[src/rtl/zz_block_pingpong_ctrl.sv]
// Ping-pong buffer controller: steers zig-zag coefficient writes into two RAM banks
// and streams each completed block downstream up to its last non-zero index.
module zz_block_pingpong_ctrl #(
    parameter int DW = 12
) (
    input  logic          clk_in,
    input  logic          rst,
    input  logic          wr_en,
    input  logic [5:0]    wr_addr,
    input  logic [DW-1:0] wr_data,
    input  logic [5:0]    max_nz_in,
    input  logic          eof_in,
    output logic          stall_out,
    output logic          ram_wr_en,
    output logic [6:0]    ram_wr_addr,
    output logic [DW-1:0] ram_wr_data,
    output logic          ram_rd_en,
    output logic [6:0]    ram_rd_addr,
    input  logic [DW-1:0] ram_rd_data,
    output logic          out_valid,
    input  logic          out_ready,
    output logic [DW-1:0] out_data,
    output logic [5:0]    out_idx,
    output logic          out_last,
    output logic          out_eof,
    output logic [1:0]    err
);
    localparam logic [1:0] S_IDLE   = 2'd0;
    localparam logic [1:0] S_ARM    = 2'd1;
    localparam logic [1:0] S_STREAM = 2'd2;
    localparam logic [1:0] S_DRAIN  = 2'd3;

    logic          wr_bank_q, rd_bank_q;
    logic [1:0]    full_q, full_d;
    logic [6:0]    wr_cnt_q;
    logic [5:0]    nz_q [2];
    logic          eof_pend_q;
    logic [1:0]    err_q;
    logic          cmpl_q, cmpl_bank_q;
    logic [1:0]    state_q, state_d;
    logic [5:0]    rd_idx_q, lim_q;
    logic          infl_q, infl_last_q;
    logic [5:0]    infl_idx_q;
    logic [DW-1:0] fifo_data_q [2];
    logic [5:0]    fifo_idx_q [2];
    logic [1:0]    fifo_last_q;
    logic          fifo_wp_q, fifo_rp_q;
    logic [1:0]    fifo_cnt_q;

    logic       wr_acc, blk_done, pop, issue, release_bank;
    logic [2:0] occ;

    assign stall_out    = full_q[wr_bank_q];
    assign wr_acc       = wr_en && !stall_out;
    assign blk_done     = wr_acc && (wr_cnt_q == 7'd63);
    assign ram_wr_en    = wr_acc;
    assign ram_wr_addr  = {wr_bank_q, wr_addr};
    assign ram_wr_data  = wr_data;

    assign out_valid    = (fifo_cnt_q != 2'd0);
    assign out_data     = fifo_data_q[fifo_rp_q];
    assign out_idx      = fifo_idx_q[fifo_rp_q];
    assign out_last     = fifo_last_q[fifo_rp_q];
    assign pop          = out_valid && out_ready;

    // Occupancy counts the beat leaving this cycle so a full-rate stream never bubbles.
    assign occ          = {1'b0, fifo_cnt_q} + {2'b0, infl_q} - {2'b0, pop};
    assign issue        = (state_q == S_STREAM) && (occ < 3'd2);
    assign ram_rd_en    = issue;
    assign ram_rd_addr  = {rd_bank_q, rd_idx_q};
    assign release_bank = (state_q == S_DRAIN) && pop && out_last;

    assign out_eof      = eof_pend_q && (full_q == 2'b00) && (state_q == S_IDLE);
    assign err          = err_q;

    always_comb begin
        full_d = full_q;
        if (release_bank) full_d[rd_bank_q] = 1'b0;
        if (blk_done)     full_d[wr_bank_q] = 1'b1;
    end

    always_comb begin
        state_d = state_q;
        case (state_q)
            S_IDLE:   if (full_q[rd_bank_q]) state_d = S_ARM;
            S_ARM:    state_d = S_STREAM;
            S_STREAM: if (issue && (rd_idx_q == lim_q)) state_d = S_DRAIN;
            S_DRAIN:  if (release_bank) state_d = S_IDLE;
            default:  state_d = S_IDLE;
        endcase
    end

    always_ff @(posedge clk_in or posedge rst) begin
        if (rst) begin
            wr_bank_q   <= 1'b0;
            rd_bank_q   <= 1'b0;
            full_q      <= 2'b00;
            wr_cnt_q    <= 7'd0;
            nz_q[0]     <= 6'd0;
            nz_q[1]     <= 6'd0;
            eof_pend_q  <= 1'b0;
            err_q       <= 2'b00;
            cmpl_q      <= 1'b0;
            cmpl_bank_q <= 1'b0;
        end else begin
            // The quantizer presents max_nz one cycle after the block's final write.
            cmpl_q <= blk_done;
            if (blk_done) cmpl_bank_q <= wr_bank_q;
            if (cmpl_q) nz_q[cmpl_bank_q] <= max_nz_in;
            if (blk_done) begin
                wr_cnt_q  <= 7'd0;
                wr_bank_q <= ~wr_bank_q;
            end else if (eof_in) begin
                wr_cnt_q <= 7'd0;
            end else if (wr_acc) begin
                wr_cnt_q <= wr_cnt_q + 7'd1;
            end
            if (wr_en && stall_out) err_q[0] <= 1'b1;
            if (eof_in && !blk_done && ((wr_cnt_q != 7'd0) || wr_acc)) err_q[1] <= 1'b1;
            if (eof_in) eof_pend_q <= 1'b1;
            else if (out_eof) eof_pend_q <= 1'b0;
            full_q <= full_d;
            if (release_bank) rd_bank_q <= ~rd_bank_q;
        end
    end

    always_ff @(posedge clk_in or posedge rst) begin
        if (rst) begin
            state_q        <= S_IDLE;
            rd_idx_q       <= 6'd0;
            lim_q          <= 6'd0;
            infl_q         <= 1'b0;
            infl_idx_q     <= 6'd0;
            infl_last_q    <= 1'b0;
            fifo_data_q[0] <= '0;
            fifo_data_q[1] <= '0;
            fifo_idx_q[0]  <= 6'd0;
            fifo_idx_q[1]  <= 6'd0;
            fifo_last_q    <= 2'b00;
            fifo_wp_q      <= 1'b0;
            fifo_rp_q      <= 1'b0;
            fifo_cnt_q     <= 2'd0;
        end else begin
            state_q <= state_d;
            if (state_q == S_ARM) begin
                rd_idx_q <= 6'd0;
                lim_q    <= nz_q[rd_bank_q];
            end else if (issue) begin
                rd_idx_q <= rd_idx_q + 6'd1;
            end
            infl_q <= issue;
            if (issue) begin
                infl_idx_q  <= rd_idx_q;
                infl_last_q <= (rd_idx_q == lim_q);
            end
            if (infl_q) begin
                fifo_data_q[fifo_wp_q] <= ram_rd_data;
                fifo_idx_q[fifo_wp_q]  <= infl_idx_q;
                fifo_last_q[fifo_wp_q] <= infl_last_q;
                fifo_wp_q              <= ~fifo_wp_q;
            end
            if (pop) fifo_rp_q <= ~fifo_rp_q;
            fifo_cnt_q <= fifo_cnt_q + {1'b0, infl_q} - {1'b0, pop};
        end
    end
endmodule

[config.mk]
export PLATFORM = sky130hd
export DESIGN_NAME = zz_block_pingpong_ctrl
export DESIGN_NICKNAME = d
export VERILOG_FILES = /design/src/rtl/zz_block_pingpong_ctrl.sv
export SDC_FILE = /design/constraint.sdc
export NUM_CORES = 1
export LEC_CHECK = 0
export BUFFER_PORTS_ARGS = -buffer_cell sky130_fd_sc_hd__clkbuf_2
export CAP_MARGIN = 20
export CELL_PAD_IN_SITES_DETAIL_PLACEMENT = 2
export CELL_PAD_IN_SITES_GLOBAL_PLACEMENT = 2
export CORE_UTILIZATION = 39
export DETAILED_ROUTE_END_ITERATION = 12
export PLACE_DENSITY_LB_ADDON = 0.1
export RECOVER_POWER = 100
export SETUP_SLACK_MARGIN = 0.05
export SYNTH_ARGS = -nofsm -noshare
export SYNTH_HDL_FRONTEND = slang
export SYNTH_SLANG_ARGS = --single-unit
[constraint.sdc]
create_clock -name clk_in -period 5.44 [get_ports clk_in]
set_input_delay 0.816 -clock clk_in [delete_from_list [all_inputs] [get_ports clk_in]]
set_output_delay 0.816 -clock clk_in [all_outputs]
set_load 0.01 [all_outputs]
==> impl_results.md, run 1 <==
* Status: finished with violations
* Failing checks: max-capacitance violations, max-slew violations
* Clock Latency Late Sink at 360 ps
* Met1 GRT Util at 0.213
* Power per Cell Area at 493 mW/mm^2
* RSZ-0062 raised after global routing: no
* Share of cells above drive strength 1 at 0.308
* Drt wl/cell at 17.7 um
* Total number of vias at 2696
* Critical path type: in -> out
* Final hold slack at 464 ps
* CTS sink cnt at 92
* Clock power frac at 0.242
* Chip Height at 108 um
* CTS HTree Levels at 3
* Initial Utilization at 0.402
* Syn avg cell area at 12.8 um^2
* Pleak at 2.22 nW
* Initial antenna violation count at 0
* Drt total wl at 9250 um
* DRC Markers at 0
* Switching share of power at 0.335
* DIE AREA at 0.0116 mm^2
* P_int at 1.57 mW
* Leading area contributor after synthesis: dfrtp_1
* Sequential share of power at 0.435
* Synth warn at 0
* I/O pin cnt at 93
* Ant diodes at 0
* Comb power frac at 0.324
* Synth Instances at 341
* Setup TNS at 0 ps
* Num rows at 38
* Cell chosen for the clock root: clkbuf_8
* Final hold violation count at 0
* Critical Path RT at 4620 ps
* Critical path peak fanout at 5
* Slew headroom at -0.397
* Area grow syn2layout at 9.93%
* Final Cycle Share at 0.594
* Total GRT Usage at 0.177
* Achievable clock frequency at 310 MHz
* Input/output buffers at 56
* Remaining Overflow, GRT at 0
* Antenna viol nets, final at 0
* Worst-path clk slew at 90 ps
* First-pass GRT wire length at 15500 um
* Num CTS Buffers at 9
* Post-DP HPWL at 6400 um
* Busiest layer in global routing: met2
* Nets at 429
* Top cells by area, synth: dfrtp_1 53%, mux2_2 19%, buf_4 4.0%
* Core area at 0.0108 mm^2
* Max Buffers Root-to-Sink at 2
* Area share of the largest cell type after synthesis at 0.528
* Number of hold buffers added after CTS at 0
* Clock Skew at 8.69 ps
* Largest net degree at the start of global routing at 48
* Final Setup Violations at 0
* Vias in the first global route at 2977
* Post-synthesis register bit count at 92
* Fillers at 1119
* Post-layout min period at 3230 ps
* Drt first pass iters at 4
* CTS tree: built
* Hold Crit Class: reg -> reg
* Vias per cell at 5.15
* Global-route met2 utilization at 0.306
* Routability Congestion at 0.674
* Synth Cell Area at 0.00436 mm^2
* Switching pwr at 0.792 mW
* Slew Viols, Final at 47
* Critical path startpoint category: primary input
* Slew @ Worst Pin at 2080 ps
* Crit end category: output port
* Die width at 108 um
* CTS resizes at 0
* Worst VDD drop at 0.163 mV
* Seq/Total Area, Yosys at 0.528
* Syn_nets at 392
* Post-CTS Setup Inserts at 0
* WP data arrival at 2410 ps
* Drt initial violations at 57
* Netlist cell types at 43
* Max cap viols at 1
* GR Util met3 at 0.0478
## worst paths after layout
path	from	endpoint	slack (ps)	cells after the start
worst max-delay path	out_ready	ram_rd_en	2210	8
worst min-delay path	err[0]$_DFFE_PP0P_	err[0]$_DFFE_PP0P_	460	1
worst max register to register	fifo_cnt_q[1]$_DFF_PP0_	state_q[0]$_DFFE_PP0P_	2420	9
worst min register to register	err[0]$_DFFE_PP0P_	err[0]$_DFFE_PP0P_	460	1
max in group asynchronous	rst	nz_q[1]$_DFFE_PP0P_	3070	3
min in group asynchronous	rst	fifo_data_q[9]$_DFFE_PP0P_	970	2
## power groups by stage
stage               registers, mW  logic [mW]  clock network (mW)
floorplan                   0.958       0.643                   0
global placement             1.03       0.774                   0
detailed placement           1.05       0.801                   0
CTS                          1.04       0.812               0.590
global route                 1.06       0.853               0.622
finish                       1.03       0.765               0.571
## Yosys cell counts, drive strengths merged
library cell and number:
o21bai 1, and4 1, nand2 12, buf 29, nor2 15, a21o 2
inv 13, mux2 75, o21ai 5, dfrtp 92, and2 1, and3 3
a22o 1, fa 1, o2bb2ai 1, a31o 1, nor2b 2, o211ai 2
nor4b 1, and3b 2, a21oi 10, a41o 1, xnor2 10, xor2 11
nand4 5, nand3 9, nor4 3, a211oi 1, ha 9, nand2b 2
nand4b 1, clkbuf 3, mux2i 9, nand3b 1, nor3 4, a41oi 1
or3 1
## final cells by class
class | count | area (um^2) | area share
Tap cell | 140 | 175 | 0.0366
Clock buffer | 12 | 155 | 0.0324
Timing Repair Buffer | 58 | 248 | 0.0517
Sequential cell | 92 | 2300 | 0.481
Inverter | 13 | 50.0 | 0.0104
Multi-Input combinational cell | 204 | 1770 | 0.369
Clock inverter | 4 | 95.1 | 0.0198
## registers in the layout (all words and copies together), names as in the netlist, 2 cells and up
signal / count
fifo_idx_q: 12
lim_q: 6
fifo_cnt_q: 2
err: 2
wr_cnt_q: 7
infl_idx_q: 6
fifo_last_q: 2
full_q: 2
nz_q: 12
state_q: 2
fifo_data_q: 24
rd_idx_q: 6
## worst max-delay path: stages
cell      delay (ps)
clkbuf_1          90
nand3_1          120
o21ai_0          120
ha_1             210
fa_1             480
nand2b_1         230
nor2_1           160
clkbuf_1         170
## layer usage
layer,wire length (um),part of all wire
met2,4790,0.52
met1,4000,0.43
met4,99,0.011
met3,353,0.038
met5,0,0
## through the flow
step | total power, mW | worst slack [ps] | cells | instance area, um^2 | util
after floorplan | 1.60 | 2230 | 341 | 4360 | -
after global placement | 1.80 | 2280 | 507 | 4620 | 0.426
after detailed placement | 1.85 | 2210 | 507 | 4620 | 0.426
after CTS | 2.44 | 2200 | 523 | 4870 | 0.449
after global routing | 2.54 | 2050 | 523 | 4790 | 0.442
final | 2.36 | 2210 | 523 | 4790 | 0.442
## cell usage in the layout (no fill, tap or decap), types with 4 or more instances in the layout
| cell type | instances |
|---|---|
| xor2_1 | 11 |
| clkbuf_2 | 21 |
| mux2_2 | 75 |
| nor2_1 | 15 |
| nand4_1 | 5 |
| nor3_1 | 4 |
| nand3_1 | 8 |
| nand2_1 | 12 |
| clkbuf_8 | 11 |
| o21ai_0 | 5 |
| mux2i_1 | 9 |
| dfrtp_1 | 92 |
| clkbuf_1 | 37 |
| inv_1 | 12 |
| xnor2_1 | 10 |
| ha_1 | 9 |
| a21oi_1 | 9 |
## cell families (layout without fill, tap and decap cells)
family                     Yosys count  count (layout)  share of synthesized area
muxes                               84              84                      0.217
xor gates and xnor gates            21              21                     0.0422
AOI/OAI and AO/OA                   26              26                     0.0390
DFF                                 92              92                      0.528
and+or+nand+nor                     63              63                     0.0824
buffers and inverters               45              87                     0.0603
adders and majority gates           10              10                     0.0304
No activity file was read; power rests on OpenSTA's default activity.
==> inputs of run 2 (changes only) <==
--- a/config.mk
+++ b/config.mk
@@ -9,7 +9,7 @@
 export CAP_MARGIN = 20
 export CELL_PAD_IN_SITES_DETAIL_PLACEMENT = 2
 export CELL_PAD_IN_SITES_GLOBAL_PLACEMENT = 2
-export CORE_UTILIZATION = 39
+export CORE_UTILIZATION = 33
 export DETAILED_ROUTE_END_ITERATION = 12
 export PLACE_DENSITY_LB_ADDON = 0.1
 export RECOVER_POWER = 100
==> constraint.sdc (replaced) <==
create_clock -name clk_in -period 2.6 [get_ports clk_in]
set_input_delay 0.39 -clock clk_in [delete_from_list [all_inputs] [get_ports clk_in]]
set_output_delay 0.39 -clock clk_in [all_outputs]
set_load 0.01 [all_outputs]
==> run 2 against run 1 <==
The flow still finishes with violations (max-capacitance violations, max-slew violations). Sequential cell count unchanged. Sequential share of layout area decreased by 2.5 points. Final cell count increased by 9.4%. Setup slack got worse by 2100 ps. Register-to-register slack got worse by 2300 ps. Largest power group unchanged. Highest routed layer unchanged.
==> impl_results.md, run 2 (synthesized netlist as in run 1, its figures left out) <==
* Status: finished with violations
* Failing checks: max-capacitance violations, max-slew violations
* Remaining Overflow, GRT at 0 (unchanged)
* Slew Viols, Final at 33 (-30%)
* CTS HTree Levels at 3 (unchanged)
* Crit-path most repeated cell: buf_6
* Post-layout min period at 2490 ps
* Power per Cell Area at 1050 mW/mm^2 (+110%)
* Commonest non-fill, non-tap cells in the layout: 91 x dfrtp_1, 74 x mux2_2, 41 x clkbuf_1
* First-pass GRT wire length at 15300 um (-1.4%)
* Area grow syn2layout at 16.0%
* P_int at 3.53 mW (+120%)
* Clock Skew at 5.49 ps (-3.20 ps)
* Final Cycle Share at 0.956
* Critical path startpoint category: register
* Achievable clock frequency at 402 MHz
* Clock Latency Late Sink at 340 ps (-20 ps)
* Switching pwr at 1.76 mW (+120%)
* Initial antenna violation count at 0 (unchanged)
* Routability Congestion at 0.727 (+7.9%)
* Vias per cell at 4.76 (-7.6%)
* Total GRT Usage at 0.151 (-0.0253)
* Regs by FF count: fifo_data_q (24), fifo_idx_q (12), nz_q (12)
* Slew @ Worst Pin at 1500 ps (-583 ps)
* Fillers at 1381 (+23%)
* Max Buffers Root-to-Sink at 2 (unchanged)
* Cell chosen for the clock root: clkbuf_16
* Most common cell after layout, fill and taps aside: dfrtp_1
* Ant diodes at 0 (unchanged)
* Slowest cell on crit path: fa_2
* Post-DP HPWL at 6690 um (+4.5%)
* DIE AREA at 0.0137 mm^2 (+18%)
* Peak per-stage delay on the critical path at 460 ps (-20 ps)
* Final Setup Violations at 0 (unchanged)
* RSZ-0062 raised after global routing: yes
* Switching share of power at 0.332 (-0.00264)
* Area occupied by multi-input gates at 0.00182 mm^2 (+3.0%)
* Crit end category: output port
* CTS sink cnt at 92 (unchanged)
* Worst-path clk slew at 60 ps (-30 ps)
* Critical path type: reg -> out
* Register area at 0.00230 mm^2 (about the same)
* Share of cells above drive strength 1 at 0.345 (+0.0369)
* Largest net degree at the start of global routing at 34 (-29%)
* Slew headroom at -0.00139 (+0.396)
* Final hold violation count at 0 (unchanged)
* Critical path peak fanout at 3 (-2)
* Chip Height at 117 um (+8.6%)
* Input/output buffers at 56 (unchanged)
* WP data arrival at 2100 ps (-310 ps)
* Drt initial violations at 48 (-16%)
* Initial Utilization at 0.343 (-0.0595)
* Nets at 446 (+4.0%)
* Critical path, cell by cell: inv_2 -> nand3_4 -> o21ai_2 -> ha_1 -> fa_2 -> nand2b_4 -> nor2_4 -> buf_6 -> buf_6
* Number of flip-flops under the largest register name at 24 (unchanged)
* Comb power frac at 0.360 (+0.036)
* Antenna viol nets, final at 0 (unchanged)
* Drt first pass iters at 4 (unchanged)
* Drt total wl at 9510 um (+2.8%)
* Vias in the first global route at 2987 (+0.34%)
* Critical Path RT at 2210 ps (-2410 ps)
* Clock power frac at 0.246 (+0.004)
* Hold Crit Class: in -> async
* Pleak at 2.34 nW (+5.1%)
* DRC Markers at 0 (unchanged)
* CTS tree: built
* Num CTS Buffers at 9 (unchanged)
* Placed cell count at 545 (+7.5%)
* Largest reg by FF count: fifo_data_q
* Setup TNS at 0 ps (unchanged)
* Drt wl/cell at 16.6 um (-6.0%)
* Num rows at 41 (+7.9%)
* Die width at 117 um (+8.6%)
* I/O pin cnt at 93 (unchanged)
* Sequential share of power at 0.394 (-0.041)
* Worst VDD drop at 0.305 mV (+88%)
* Fin cells at 572 (+9.4%)
* Core area at 0.0127 mm^2 (+17%)
* Final hold slack at 169 ps (-295 ps)
* Total number of vias at 2725 (+1.1%)
* Max cap viols at 2 (+1)
run 2: cell types whose count changed in the layout (fill, tap and decap cells not counted), moves of 2 or more:
cell / before / now
buf_6: 0 / 2
clkbuf_1: 37 / 41
buf_4: 1 / 6
clkbuf_8: 11 / 1
clkbuf_16: 0 / 9
clkbuf_2: 21 / 25
clkbuf_4: 0 / 3
bufinv_16: 3 / 1
run 2: cell type report:
type / count / area share
inverters: 13 / 0.00990
flip-flops and latches: 92 / 0.456
well taps: 172 / 0.0426
repair buffers: 75 / 0.0733
multi-input cells: 204 / 0.360
clock buffers: 13 / 0.0495
clock inverters: 3 / 0.00916
run 2: path summary, 6_finish.rpt:
path                                    startpoint                        end  slack, ps  depth (start not counted)
hold / removal                                 rst  fifo_idx_q[5]$_DFFE_PP0P_        170                          2
setup / recovery           fifo_cnt_q[0]$_DFF_PP0_                  ram_rd_en        110                          9
min in group clk_in                   max_nz_in[1]        nz_q[7]$_DFFE_PP0P_        300                          2
hold reg to reg                 err[0]$_DFFE_PP0P_         err[0]$_DFFE_PP0P_        450                          1
setup reg to reg           fifo_cnt_q[0]$_DFF_PP0_     state_q[0]$_DFFE_PP0P_        170                         12
max in group asynchronous                      rst    cmpl_bank_q$_DFFE_PP0P_        470                          3
run 2: metrics by stage:
step / util / worst slack [ps] / cell area [um^2] / power, mW
after floorplan: - / 317 / 4360 / 3.35
after global placement: 0.372 / 146 / 4730 / 3.84
after detailed placement: 0.372 / 89.3 / 4730 / 3.91
after CTS: 0.401 / 54.0 / 5100 / 5.42
after global routing: 0.397 / 26.5 / 5050 / 5.66
final: 0.397 / 113 / 5050 / 5.29
run 2: critical path, delay by kind of cell (launching register included):
family,cells,cell delay [ps]
adder cells (fa/ha/maj),2,640
AO/OA/AOI/OAI,1,60
AND/OR/NAND/NOR,3,360
flip-flops,1,390
buffers and inverters,3,300
run 2: power by group through the flow:
stage | sequential, mW | combinational (mW) | clock [mW]
floorplan | 2.01 | 1.35 | 0
global placement | 2.10 | 1.74 | 0
detailed placement | 2.12 | 1.78 | 0
CTS | 2.09 | 1.96 | 1.37
global route | 2.14 | 2.11 | 1.41
finish | 2.09 | 1.90 | 1.30
run 2: layer usage:
layer | track usage | share of wire | vias up
met2 | 0.271 | 0.51 | 50
met3 | 0.0263 | 0.036 | 13
met5 | 0 | 0 | -
met1 | 0.174 | 0.43 | 1391
met4 | 0.0751 | 0.019 | 0
li1 | - | - | 1271
run 2: timing repair:
| action | CTS | global route |
|---|---|---|
| pin swaps | 5 | 2 |
| gates resized for setup | 11 | 4 |
| hold buffers | 0 | 0 |
| setup buffers | 5 | 6 |
| endpoints found under the setup margin | 1 | 1 |
==> inputs of run 3 (changes only) <==
--- a/config.mk
+++ b/config.mk
@@ -5,12 +5,13 @@
 export SDC_FILE = /design/constraint.sdc
 export NUM_CORES = 1
 export LEC_CHECK = 0
-export BUFFER_PORTS_ARGS = -buffer_cell sky130_fd_sc_hd__clkbuf_2
 export CAP_MARGIN = 20
 export CELL_PAD_IN_SITES_DETAIL_PLACEMENT = 2
 export CELL_PAD_IN_SITES_GLOBAL_PLACEMENT = 2
-export CORE_UTILIZATION = 33
+export CORE_UTILIZATION = 38
 export DETAILED_ROUTE_END_ITERATION = 12
+export DONT_BUFFER_PORTS = 1
+export HOLD_SLACK_MARGIN = 0.06
 export PLACE_DENSITY_LB_ADDON = 0.1
 export RECOVER_POWER = 100
 export SETUP_SLACK_MARGIN = 0.05
==> run 3 against run 2 <==
The flow still finishes with violations (max-capacitance violations, max-slew violations). Sequential share of layout area increased by 2.8 points. Clock power increased by 4%. Hold slack got worse by 72 ps. Fmax decreased by 0.65%. Sequential cell count unchanged. Via count decreased by 6.5%. Register-to-register slack got worse by 50 ps. Critical path type unchanged. Critical endpoint unchanged. Highest routed layer unchanged.
==> impl_results.md, run 3 (synthesized netlist as in run 1, its figures left out) <==
* Status: finished with violations
* Failing checks: max-capacitance violations, max-slew violations
* Power per Cell Area at 1080 mW/mm^2 (+3.4%)
* Post-layout min period at 2500 ps (+16.3 ps)
* Core area at 0.0110 mm^2 (-14%)
* Slew headroom at -0.398 (-0.397)
* Total number of vias at 2549 (-6.5%)
* Num rows at 38 (-7.3%)
* Final Cycle Share at 0.963 (+0.00628)
* Most common cell after layout, fill and taps aside: dfrtp_1
* Vias in the first global route at 2749 (-8.0%)
* Cell chosen for the clock root: clkbuf_16
* Vias per cell at 5.29 (+11%)
* Final instance area at 0.00476 mm^2 (-5.7%)
* Clock Skew at 8.76 ps (+3.27 ps)
* Fillers at 1130 (-18%)
* DRC Markers at 0 (unchanged)
* Crit end category: output port
* Max cap viols at 1 (-1)
* Hold Crit Class: in -> reg
* Achievable clock frequency at 400 MHz (-0.65%)
* Initial antenna violation count at 0 (unchanged)
* CTS sink cnt at 92 (unchanged)
* Clock Latency Late Sink at 340 ps (about the same)
* Largest reg by FF count: fifo_data_q
* Remaining Overflow, GRT at 0 (unchanged)
* Routability Congestion at 0.746 (+2.6%)
* Nets at 388 (-13%)
* Worst slack, placed at 34.2 ps (-55.1 ps)
* Initial Utilization at 0.397 (+0.0542)
* Share of cells above drive strength 1 at 0.295 (-0.0497)
* First-pass GRT wire length at 15000 um (-1.8%)
* Critical path startpoint category: register
* Setup TNS at 0 ps (unchanged)
* Critical Path RT at 2210 ps (about the same)
* Largest net degree at the start of global routing at 93 (+170%)
* Final Setup Violations at 0 (unchanged)
* Max Buffers Root-to-Sink at 2 (unchanged)
* Pleak at 2.20 nW (-6.0%)
* Area grow syn2layout at 9.33%
* DIE AREA at 0.0119 mm^2 (-13%)
* Drt wl/cell at 19.2 um (+16%)
* Total GRT Usage at 0.170 (+0.0184)
* Placed Area at 0.00440 mm^2 (-6.9%)
* Num CTS Buffers at 9 (unchanged)
* Die width at 109 um (-6.7%)
* Worst-path clk slew at 60 ps (about the same)
* Slew Viols, Final at 93 (+180%)
* Commonest non-fill, non-tap cells in the layout: 92 x dfrtp_1, 58 x mux2_2, 17 x mux2_1
* Input/output buffers at 0 (-100%)
* Critical path peak fanout at 3 (unchanged)
* Drt total wl at 9270 um (-2.6%)
* Drt first pass iters at 4 (unchanged)
* Drt initial violations at 59 (+23%)
* Final hold violation count at 0 (unchanged)
* WP data arrival at 2110 ps (about the same)
* RSZ-0062 raised after global routing: yes
* Regs by FF count: fifo_data_q (24), fifo_idx_q (12), nz_q (12)
* Final worst setup slack at 97.0 ps (-16.3 ps)
* Slew @ Worst Pin at 2100 ps (+596 ps)
* Post-DP HPWL at 6170 um (-7.8%)
* I/O pin cnt at 93 (unchanged)
* Critical path type: reg -> out
* Antenna viol nets, final at 0 (unchanged)
* Chip Height at 109 um (-6.7%)
* Worst VDD drop at 0.414 mV (+35%)
* Ant diodes at 0 (unchanged)
* CTS HTree Levels at 3 (unchanged)
* Number of flip-flops under the largest register name at 24 (unchanged)
* CTS tree: built
-- run 3: cell types whose count changed in the layout (fill, tap and decap cells not counted), moves of 2 or more --
cell	previous run	this run
clkbuf_2	25	1
mux2_1	1	17
clkbuf_1	41	5
clkbuf_4	3	1
buf_4	6	9
clkinv_2	0	2
mux2_2	74	58
-- run 3: cell type report --
cell class,count,area [um^2],share of cell area
clock buffers,12,256,0.0538
clock inverters,4,47.5,0.00998
inverters,13,50.0,0.0105
multi-input cells,204,1820,0.382
flip-flops and latches,92,2300,0.483
well taps,140,175,0.0368
repair buffers,17,111,0.0234
-- run 3: power breakdown --
group          internal, mW  switching [mW]
Sequential             1.82           0.298
Clock                 0.795           0.557
Combinational         0.825           0.868
Total                  3.44            1.72
-- run 3: repair_timing --
item | in CTS | in global routing
buffers inserted | 3 | 5
pin swaps | 4 | 3
gates resized for setup | 11 | 2
endpoints found under the setup margin | 8 | 1
hold buffers | 0 | 0
-- run 3: critical path, cell delays in order, from the launching register on --
cell	delay [ps]
dfrtp_1	400
inv_2	100
nand3_4	90
o21ai_2	70
ha_2	210
fa_2	470
nand2b_4	180
nor2_4	130
buf_6	120
-- run 3: layer usage --
layer | vias to the layer above | GRT usage | wire [um]
met3 | 18 | 0.0436 | 464
met5 | - | 0 | 0
li1 | 1153 | - | -
met4 | 0 | 0.0743 | 157
met1 | 1322 | 0.207 | 4080
met2 | 56 | 0.282 | 4560
-- run 3: final timing paths --
| path | start | end | slack, ps | cells after the start |
|---|---|---|---|---|
| hold reg to reg | fifo_idx_q[10]$_DFFE_PP0P_ | fifo_idx_q[10]$_DFFE_PP0P_ | 500 | 1 |
| setup reg to reg | fifo_cnt_q[0]$_DFF_PP0_ | infl_idx_q[1]$_DFFE_PP0P_ | 120 | 11 |
| setup / recovery | fifo_cnt_q[0]$_DFF_PP0_ | ram_rd_en | 100 | 8 |
| min in group asynchronous | rst | fifo_data_q[9]$_DFFE_PP0P_ | 710 | 2 |
| hold / removal | eof_in | wr_cnt_q[5]$_DFFE_PP0P_ | 100 | 1 |
| max in group asynchronous | rst | lim_q[2]$_DFFE_PP0P_ | 650 | 2 |
-- run 3: per-stage QoR --
stage / power (mW) / cells / util / hold slack, ps
2_1_floorplan: 3.35 / 341 / - / 454
3_3_place_gp: 3.64 / 458 / 0.401 / 448
3_5_place_dp: 3.72 / 458 / 0.401 / 453
4_1_cts: 5.24 / 477 / 0.434 / 78.4
5_1_grt: 5.49 / 482 / 0.434 / 82.9
6_report: 5.16 / 482 / 0.434 / 97.0
